==> src/rtl/pipe_mon_pkg.sv <==
// pipe_mon_pkg: shared types and defaults for the pipelined-datapath run monitor.
//   state_t     : sequencer states IDLE -> RESET -> RUN -> DONE
//   CNT_W       : width of the cycle, reset and stall counters
//   DEF_*       : default parameter values used by pipe_run_monitor
//   sat_inc     : saturating increment for CNT_W-wide counters
package pipe_mon_pkg;
  typedef enum logic [1:0] {IDLE, RESET, RUN, DONE} state_t;
  localparam int CNT_W           = 32;
  localparam int DEF_PC_W        = 32;
  localparam int DEF_RST_CYCLES  = 1;
  localparam int DEF_RUN_CYCLES  = 10;
  localparam int DEF_STALL_LIMIT = 4;
  localparam int DEF_TRACE_DEPTH = 16;
  function automatic logic [CNT_W-1:0] sat_inc(input logic [CNT_W-1:0] v);
    return (&v) ? v : v + 1'b1;
  endfunction
endpackage

==> src/rtl/pipe_mon_trace_buf.sv <==
// pipe_mon_trace_buf: circular PC trace, oldest entry overwritten once full.
//   i_clk, i_rst (sync, active-low) : clock and reset of pointer/count
//   i_clr                           : clear pointer and count (new run)
//   i_we, i_pc                      : write one PC at the write pointer
//   i_rd_idx                        : read index, 0 = oldest valid entry
//   o_rd_pc                         : combinational read data, 0 past the valid range
//   o_count                         : valid entries, saturates at DEPTH
module pipe_mon_trace_buf
  import pipe_mon_pkg::*;
#(
  parameter int PC_W  = DEF_PC_W,
  parameter int DEPTH = DEF_TRACE_DEPTH
) (
  input  logic                       i_clk,
  input  logic                       i_rst,
  input  logic                       i_clr,
  input  logic                       i_we,
  input  logic [PC_W-1:0]            i_pc,
  input  logic [$clog2(DEPTH)-1:0]   i_rd_idx,
  output logic [PC_W-1:0]            o_rd_pc,
  output logic [$clog2(DEPTH):0]     o_count
);
  localparam int AW = $clog2(DEPTH);
  logic [PC_W-1:0] r_mem [DEPTH];
  logic [AW-1:0]   r_wr_ptr;
  logic [AW:0]     r_count;
  logic [AW-1:0]   w_rd_addr;
  // Storage carries no reset so it can map onto RAM; reads are masked by r_count.
  always_ff @(posedge i_clk)
    if (i_we) r_mem[r_wr_ptr] <= i_pc;
  always_ff @(posedge i_clk) begin
    if (!i_rst || i_clr) begin
      r_wr_ptr <= '0;
      r_count  <= '0;
    end else if (i_we) begin
      r_wr_ptr <= r_wr_ptr + 1'b1;
      r_count  <= (r_count == (AW+1)'(DEPTH)) ? r_count : r_count + 1'b1;
    end
  end
  // Oldest entry sits count slots behind the write pointer; a full buffer wraps to the pointer itself.
  assign w_rd_addr = r_wr_ptr - r_count[AW-1:0] + i_rd_idx;
  assign o_rd_pc   = ({1'b0, i_rd_idx} < r_count) ? r_mem[w_rd_addr] : '0;
  assign o_count   = r_count;
endmodule

==> src/rtl/pipe_run_monitor.sv <==
// pipe_run_monitor: reset/run sequencer and PC monitor for the pipelined datapath.
//   i_clk, i_rst (sync, active-low)        : clock and reset
//   i_start                                : pulse, begins reset+run from IDLE or DONE
//   i_pc_in                                : datapath PC, sampled every RUN cycle
//   o_core_rst                             : active-high datapath reset (IDLE, RESET)
//   o_running / o_done                     : in RUN / in DONE
//   o_halted / o_timeout                   : sticky PC-stall halt / cycle budget exhausted
//   o_cycle_cnt                            : RUN cycles elapsed, saturating
//   i_trace_rd_idx, o_trace_rd_pc          : trace read port, index 0 = oldest
//   o_trace_count                          : valid trace entries
// Macro PIPE_MON_TRACE_EN builds the trace buffer; without it the trace outputs read 0.
module pipe_run_monitor
  import pipe_mon_pkg::*;
#(
  parameter int PC_W        = DEF_PC_W,
  parameter int RST_CYCLES  = DEF_RST_CYCLES,
  parameter int RUN_CYCLES  = DEF_RUN_CYCLES,
  parameter int STALL_LIMIT = DEF_STALL_LIMIT,
  parameter int TRACE_DEPTH = DEF_TRACE_DEPTH
) (
  input  logic                             i_clk,
  input  logic                             i_rst,
  input  logic                             i_start,
  input  logic [PC_W-1:0]                  i_pc_in,
  output logic                             o_core_rst,
  output logic                             o_running,
  output logic                             o_done,
  output logic                             o_halted,
  output logic                             o_timeout,
  output logic [CNT_W-1:0]                 o_cycle_cnt,
  input  logic [$clog2(TRACE_DEPTH)-1:0]   i_trace_rd_idx,
  output logic [PC_W-1:0]                  o_trace_rd_pc,
  output logic [$clog2(TRACE_DEPTH):0]     o_trace_count
);
  state_t           r_state, w_state_nx;
  logic [CNT_W-1:0] r_rst_cnt, r_cycle_cnt, r_stall_cnt, w_stall_nx;
  logic [PC_W-1:0]  r_prev_pc;
  logic             r_halted, r_timeout;
  logic             w_run, w_start_seq, w_halt_hit, w_to_hit;
  always_comb begin
    w_run       = r_state == RUN;
    w_start_seq = i_start && (r_state == IDLE || r_state == DONE);
    // A zero cycle count marks the first RUN cycle, which has no previous PC to compare.
    w_stall_nx  = (r_cycle_cnt != '0 && i_pc_in == r_prev_pc) ? r_stall_cnt + 1'b1 : '0;
    w_halt_hit  = w_run && w_stall_nx == CNT_W'(STALL_LIMIT - 1);
    w_to_hit    = w_run && (RUN_CYCLES != 0) && r_cycle_cnt == CNT_W'(RUN_CYCLES - 1);
    w_state_nx  = w_start_seq                                 ? RESET :
                  (r_state == RESET && r_rst_cnt == CNT_W'(1)) ? RUN   :
                  (w_halt_hit || w_to_hit)                     ? DONE  : r_state;
  end
  always_ff @(posedge i_clk) begin
    if (!i_rst) r_state <= IDLE;
    else        r_state <= w_state_nx;
  end
  always_ff @(posedge i_clk) begin
    if (!i_rst || w_start_seq) begin
      r_rst_cnt   <= i_rst ? CNT_W'(RST_CYCLES) : '0;
      r_cycle_cnt <= '0;
      r_stall_cnt <= '0;
      r_prev_pc   <= '0;
      r_halted    <= 1'b0;
      r_timeout   <= 1'b0;
    end else begin
      if (r_state == RESET) r_rst_cnt <= r_rst_cnt - 1'b1;
      if (w_run) begin
        r_cycle_cnt <= sat_inc(r_cycle_cnt);
        r_stall_cnt <= w_stall_nx;
        r_prev_pc   <= i_pc_in;
        r_halted    <= r_halted | w_halt_hit;
        r_timeout   <= r_timeout | w_to_hit;
      end
    end
  end
  assign o_core_rst  = r_state == IDLE || r_state == RESET;
  assign o_running   = w_run;
  assign o_done      = r_state == DONE;
  assign o_halted    = r_halted;
  assign o_timeout   = r_timeout;
  assign o_cycle_cnt = r_cycle_cnt;
`ifdef PIPE_MON_TRACE_EN
  pipe_mon_trace_buf #(
    .PC_W (PC_W),
    .DEPTH(TRACE_DEPTH)
  ) u_trace (
    .i_clk   (i_clk),
    .i_rst   (i_rst),
    .i_clr   (w_start_seq),
    .i_we    (w_run),
    .i_pc    (i_pc_in),
    .i_rd_idx(i_trace_rd_idx),
    .o_rd_pc (o_trace_rd_pc),
    .o_count (o_trace_count)
  );
`else
  logic w_unused_idx;
  assign w_unused_idx  = ^i_trace_rd_idx;
  assign o_trace_rd_pc = '0;
  assign o_trace_count = '0;
`endif
endmodule

==> config.mk <==
export PLATFORM = sky130hd
export DESIGN_NAME = pipe_run_monitor
export DESIGN_NICKNAME = d
export VERILOG_FILES = /design/src/rtl/pipe_mon_pkg.sv /design/src/rtl/pipe_mon_trace_buf.sv /design/src/rtl/pipe_run_monitor.sv
export SDC_FILE = /design/constraint.sdc
export NUM_CORES = 1
export LEC_CHECK = 0
export ABC_AREA = 1
export CORE_MARGIN = 2
export CORE_UTILIZATION = 39
export CTS_CLUSTER_DIAMETER = 200
export DETAILED_ROUTE_END_ITERATION = 16
export PLACE_DENSITY = 0.7
export SYNTH_ARGS = -nofsm -noshare
export SYNTH_HDL_FRONTEND = slang
export SYNTH_SLANG_ARGS = --single-unit
==> constraint.sdc <==
create_clock -name i_clk -period 3 [get_ports i_clk]
set_input_delay 0.6 -clock i_clk [delete_from_list [all_inputs] [get_ports i_clk]]
set_output_delay 0.6 -clock i_clk [all_outputs]
set_load 0.02 [all_outputs]
==> results.md <==
- Die Span Y: around 150 um
- Post-synth top flop: dfxtp_1
- Top Metal Used: met4
- Die width: 147 um
- Total CTS buffers: 17
- Core Box Area: just over 20000 sq um
- Commonest non-fill, non-tap cells in the layout: 263 x nand2_1, 163 x nor2_1, 139 x inv_1
- Starting density of the core: about two fifths
- 1st-iter DRT viols: between 500 and 600
- RePlAce Congestion: around 0.84
- Tcrit/Tclk final: between 80% and 90%
- Port bufs: a little over 70
- Vias in the first global route: ~6500
- CP Max Fanout: 3
- YS warnings: 0
- Post_cts resized: 0
- Register area share after synthesis: a little under two fifths
- Met3 WL: a little over 800 um
- WL final: around 18 mm
- HP Start: o_halted
- Worst vdd ir: 416 uV
- Post-DP HPWL: ~12 mm
- Antenna cells: 0
- M1 WL: around 8.5 mm
- Critical path type: flip-flop to output pin
- Critical Path Start: r_state[1]
- Antenna Nets Post-Route: 0
- Max-capacitance violation count: 0
- Fillers: 1964
- Synth area leaders: dfxtp_1 25%, nand2_1 12%, edfxtp_1 12%, nor2_1 7.8%, inv_1 6.6%
- Async SR Flop Fraction: 0%
- Grt ovf: 0
- Fmax: 0.386 GHz
- Synthesized instance count: 1160
- Total setup violations reported at the end of the flow: 0
- Critical Path AT: around 2000 ps
- Clk network pwr share: between 40% and 50%
- P&R area growth vs syn: 18.8%
- Synth unique cells: 45
- CTS clk-pin slew, worst paths: 60 ps
- Sw Ratio: between 20% and 30%
- Psw: 0.00111 W
- Leakage Power: 3.63 nW
- Number of synthesized flops with an enable pin: 32
- Largest net degree at the start of global routing: 77
- Cts hold-fix bufs: 0
- Pint: between 0.003 and 0.004 W
- Share of post-route cells with drive strength above 1: just over 7%
- Synthesis-stage register bit count: approximately 130
- Worst setup EP type: output pin
- Most common cell after layout, fill and taps aside: nand2_1
- H-tree levels: 4
- Hold_ws: 462 ps
- Post-synthesis cell area: around 7900 sq um
- Root Buffer: clkbuf_16
- Final TNS setup: 0 ps
- Fin crit period: between 2000 and 3000 ps
- Setup crit start kind: flip-flop
- Outcome: complete, no violations
- Setup Buffers After CTS: 0
- GRT Util Overall: between 10% and 20%
- Combinational power share: under 10%
- Initial antenna violation count: 0
- Worst Clk Skew: between 6 and 7 ps
- Required @ worst endpoint: around 2400 ps
- R2R Path Start: r_rst_cnt[0]
- Die Area: 21500 sq um
- DR WL/cell: 11.8 um
- Nets@finish: 1274
- Leading area contributor after synthesis: dfxtp_1
- Flop2flop setup slack: about 420 ps
- Drt drc: 0
- Yosys top cell area share: 25.2%
- RSZ-0062 raised after global routing: false
- I/O pin cnt: around 110
- Site Rows: between 50 and 60
- Fin. Hold Viols: 0
- Met2 Wirelength: 8.15 mm
- Insertion delay to the later sink of the worst-skew pair: approximately 430 ps
- Drt pass-1 iters: 5
- First-pass GRT wire length: between 20 and 30 mm
- Max Slew Vio Count: 0
- DR vias/cell: about 4.7
- PwrDens: 480 nW/um^2
- Slew margin rel.: between 40% and 50%
- Sequential power share: 42.9%
- Syn Area/Cell: about 7 sq um
- CTS tree: done
- Total number of vias: between 7000 and 8000
- Worst-margin pin slew: between 700 and 800 ps
- Layout Utilization: 47.0%
- Clock sinks: between 100 and 150
- Maximum buffer depth of the clock tree: 2
- Min-delay worst type: flip-flop to flip-flop
[cell usage after synthesis (10+ instances only)]
master and count:
edfxtp_1 32, nor3_1 35, xor2_1 22, nand4_1 17, nor2_1 165, ha_1 10
o21ai_0 59, buf_4 38, inv_1 139, nor2_2 12, nand3_1 35, dfxtp_1 100
a21oi_1 102, clkbuf_1 22, xnor2_1 25, nand2_1 263
[layer usage]
metal | GRT usage [%] | up-vias
met5 | 0 | -
met4 | 5.34 | 0
met3 | 3.85 | 22
met2 | 27.2 | 155
met1 | 21.1 | 3190
li1 | - | 3780
[path summary, 6_finish.rpt]
check,endpoint,cells past startpoint
worst max register to register,r_rst_cnt[30],16
worst max-delay path,o_core_rst,4
worst min-delay path,o_halted,2
worst min register to register,o_halted,2
[power groups by stage]
stage / clock [W] / sequential [W] / combinational, W
2_1_floorplan: 0 / 0.00197 / 0.000323
3_3_place_gp: 0 / 0.00198 / 0.000396
3_5_place_dp: 0 / 0.00198 / 0.000403
4_1_cts: 0.00221 / 0.00194 / 0.000407
5_1_grt: 0.00229 / 0.00195 / 0.000453
6_report: 0.00218 / 0.00194 / 0.000404
[worst max-delay path: stages (launching register included)]
cell	delay (ps)
dfxtp_1	380
inv_1	90
ha_1	210
or2_2	330
clkdlybuf4s50_1	550
[registers in the layout (all words and copies together) (netlist names)]
signal and cells:
r_rst_cnt 32, r_state 2, r_prev_pc 32, o_timeout 1, o_cycle_cnt 32, r_stall_cnt 32, o_halted 1
[layout make-up]
class	instances	area [sq um]	share of cell area, %
clock buffer	18	429	4.55
clock inverter	14	185	1.96
inverter	147	552	5.84
multi-input combinational	849	4190	44.3
sequential	132	2960	31.4
tap	270	338	3.58
timing repair buffer	78	788	8.35
[cell families after synthesis]
group                    Yosys count  synth area share, %
AND/OR/NAND/NOR                  573                 32.0
buffers and inverters            215                 12.0
AO/OA/AOI/OAI                    182                 11.9
flip-flops                       132                 37.3
XOR/XNOR                          47                 5.18
adder cells (fa/ha/maj)           10                 1.57
other                              1               0.0472
[per-stage QoR]
step	area [sq um]	setup WS, ps	total power (W)	instances
5_1_grt	9440	223	0.00470	1508
3_3_place_gp	8830	51.3	0.00238	1476
4_1_cts	9440	385	0.00456	1508
2_1_floorplan	8080	663	0.00229	1196
6_report	9440	411	0.00453	1508
3_5_place_dp	8830	29.4	0.00238	1476
(Power assumes the default switching activity.)
==> patch, RTL diff (same flow settings) <==
Set the package constant `DEF_PC_W` to 36 (it was 32).
--- a/src/rtl/pipe_mon_pkg.sv
+++ b/src/rtl/pipe_mon_pkg.sv
@@ -8,3 +8,3 @@
   localparam int CNT_W           = 32;
-  localparam int DEF_PC_W        = 32;
+  localparam int DEF_PC_W        = 36;
   localparam int DEF_RST_CYCLES  = 1;
Interface: changed (resized i_pc_in and o_trace_rd_pc); port bits go from 113 to 121. No check against the original RTL was run, so the function may have changed too.
==> patch against the original RTL <==
Global-route usage rose by 0.65 points; clock skew rose by 0.0066 ns; routed wire length rose by 5.6%; sequential cell count rose by 4; power fell by 0.96%; via count rose by 6.5%; combinational power rose by 5%; setup slack improved by 0.025 ns; final area rose by 4.0%; area after synthesis rose by 4.3%; core utilization fell by 0.12 points; critical endpoint is now r_state[0]$_SDFFE_PN0P_; highest routed layer unchanged.
==> patch: results (changes against the original RTL) <==
| Metric | Value |
|---|---|
| GRT Total Usage | 0.171 (+0.00655) |
| Vias in the first global route | 7034 (+7.9%) |
| First-pass GRT wire length | 31400 µm (+6.9%) |
| 1st-pass router iterations | 4 (-1) |
| P_leak | 3.82 nW (+5.3%) |
| Commonest cells in the netlist | nand2_1 (280), nor2_1 (184), inv_1 (148) |
| Internal power | 3.32 mW (-2.9%) |
| Die Wd | 150 µm (+2.1%) |
| Synth cell types | 39 (-13%) |
| # nets final | 1354 (+6.3%) |
| # placed instances | 1557 (+5.5%) |
| Worst-path maximum fanout | 5 (+2) |
| Seq/Total Area, Yosys | 0.367 (-0.00565) |
| Place WS | 0.0581 ns (+0.0286 ns) |
| Final WL | 18700 µm (+5.6%) |
| Pin count of the biggest net entering global routing | 65 (-16%) |
| GP Congestion | 0.899 (+6.9%) |
| CP endpoint | r_state[0]$_SDFFE_PN0P_ |
| Syn_area_per_cell | 6.76 µm² (-1.3%) |
| Status | completed |
| Final cycle utilization of the critical path | 0.855 (-0.00829) |
| CP top delay family | simple AND/OR/NAND/NOR gates |
| Largest cells by area after synthesis | dfxtp_1 (25%), nand2_1 (13%), edfxtp_1 (12%) |
| CP startpoint | r_stall_cnt[0]$_SDFFE_PN0P_ |
| Clk pwr share | 0.460 (-0.021) |
| Dpl cell area | 0.00924 mm² (+4.7%) |
| Vias per Instance | 4.79 (+1.0%) |
| WP data arrival | 2.92 ns (+0.93 ns) |
| Max-slew headroom | 0.563 (+0.0645) |
| Worst path max stage delay | 0.39 ns (-0.16 ns) |
| Layout cells sized above 1 | 0.0746 (+0.00350) |
| Minimum setup slack among reg-to-reg paths | 0.44 ns (+0.02 ns) |
| Skew final | 0.0130 ns (+0.00665 ns) |
| Hold_ws | 0.448 ns (-0.0138 ns) |
| Hold Path Sink | o_halted$_SDFFE_PN0P_ |
## patch: layout make-up
| class | instances | area [µm²] |
|---|---|---|
| clock buffers | 17 | 425 |
| clock inverters | 15 | 153 |
| fillers | 2170 | 11100 |
| inverters | 156 | 586 |
| multi-input cells | 899 | 4370 |
| flip-flops and latches | 136 | 3040 |
| well taps | 275 | 344 |
| repair buffers | 91 | 896 |
## patch: cell families after synthesis
family                   count (synthesis)  synth area share
AND/OR/NAND/NOR                        611             0.320
AO/OA/AOI/OAI                          185             0.117
adder cells (fa/ha/maj)                 10            0.0151
flip-flops                             136             0.367
buffers and inverters                  231             0.125
other                                    1          0.000453
XOR/XNOR                                52            0.0550
## patch: per-layer routing
metal / GRT usage / wire (µm) / vias to the layer above
li1: - / - / 3975
met2: 0.295 / 9070 / 135
met3: 0.0305 / 573 / 17
met1: 0.215 / 8860 / 3481
met4: 0.0547 / 216 / 0
met5: 0 / 0 / -
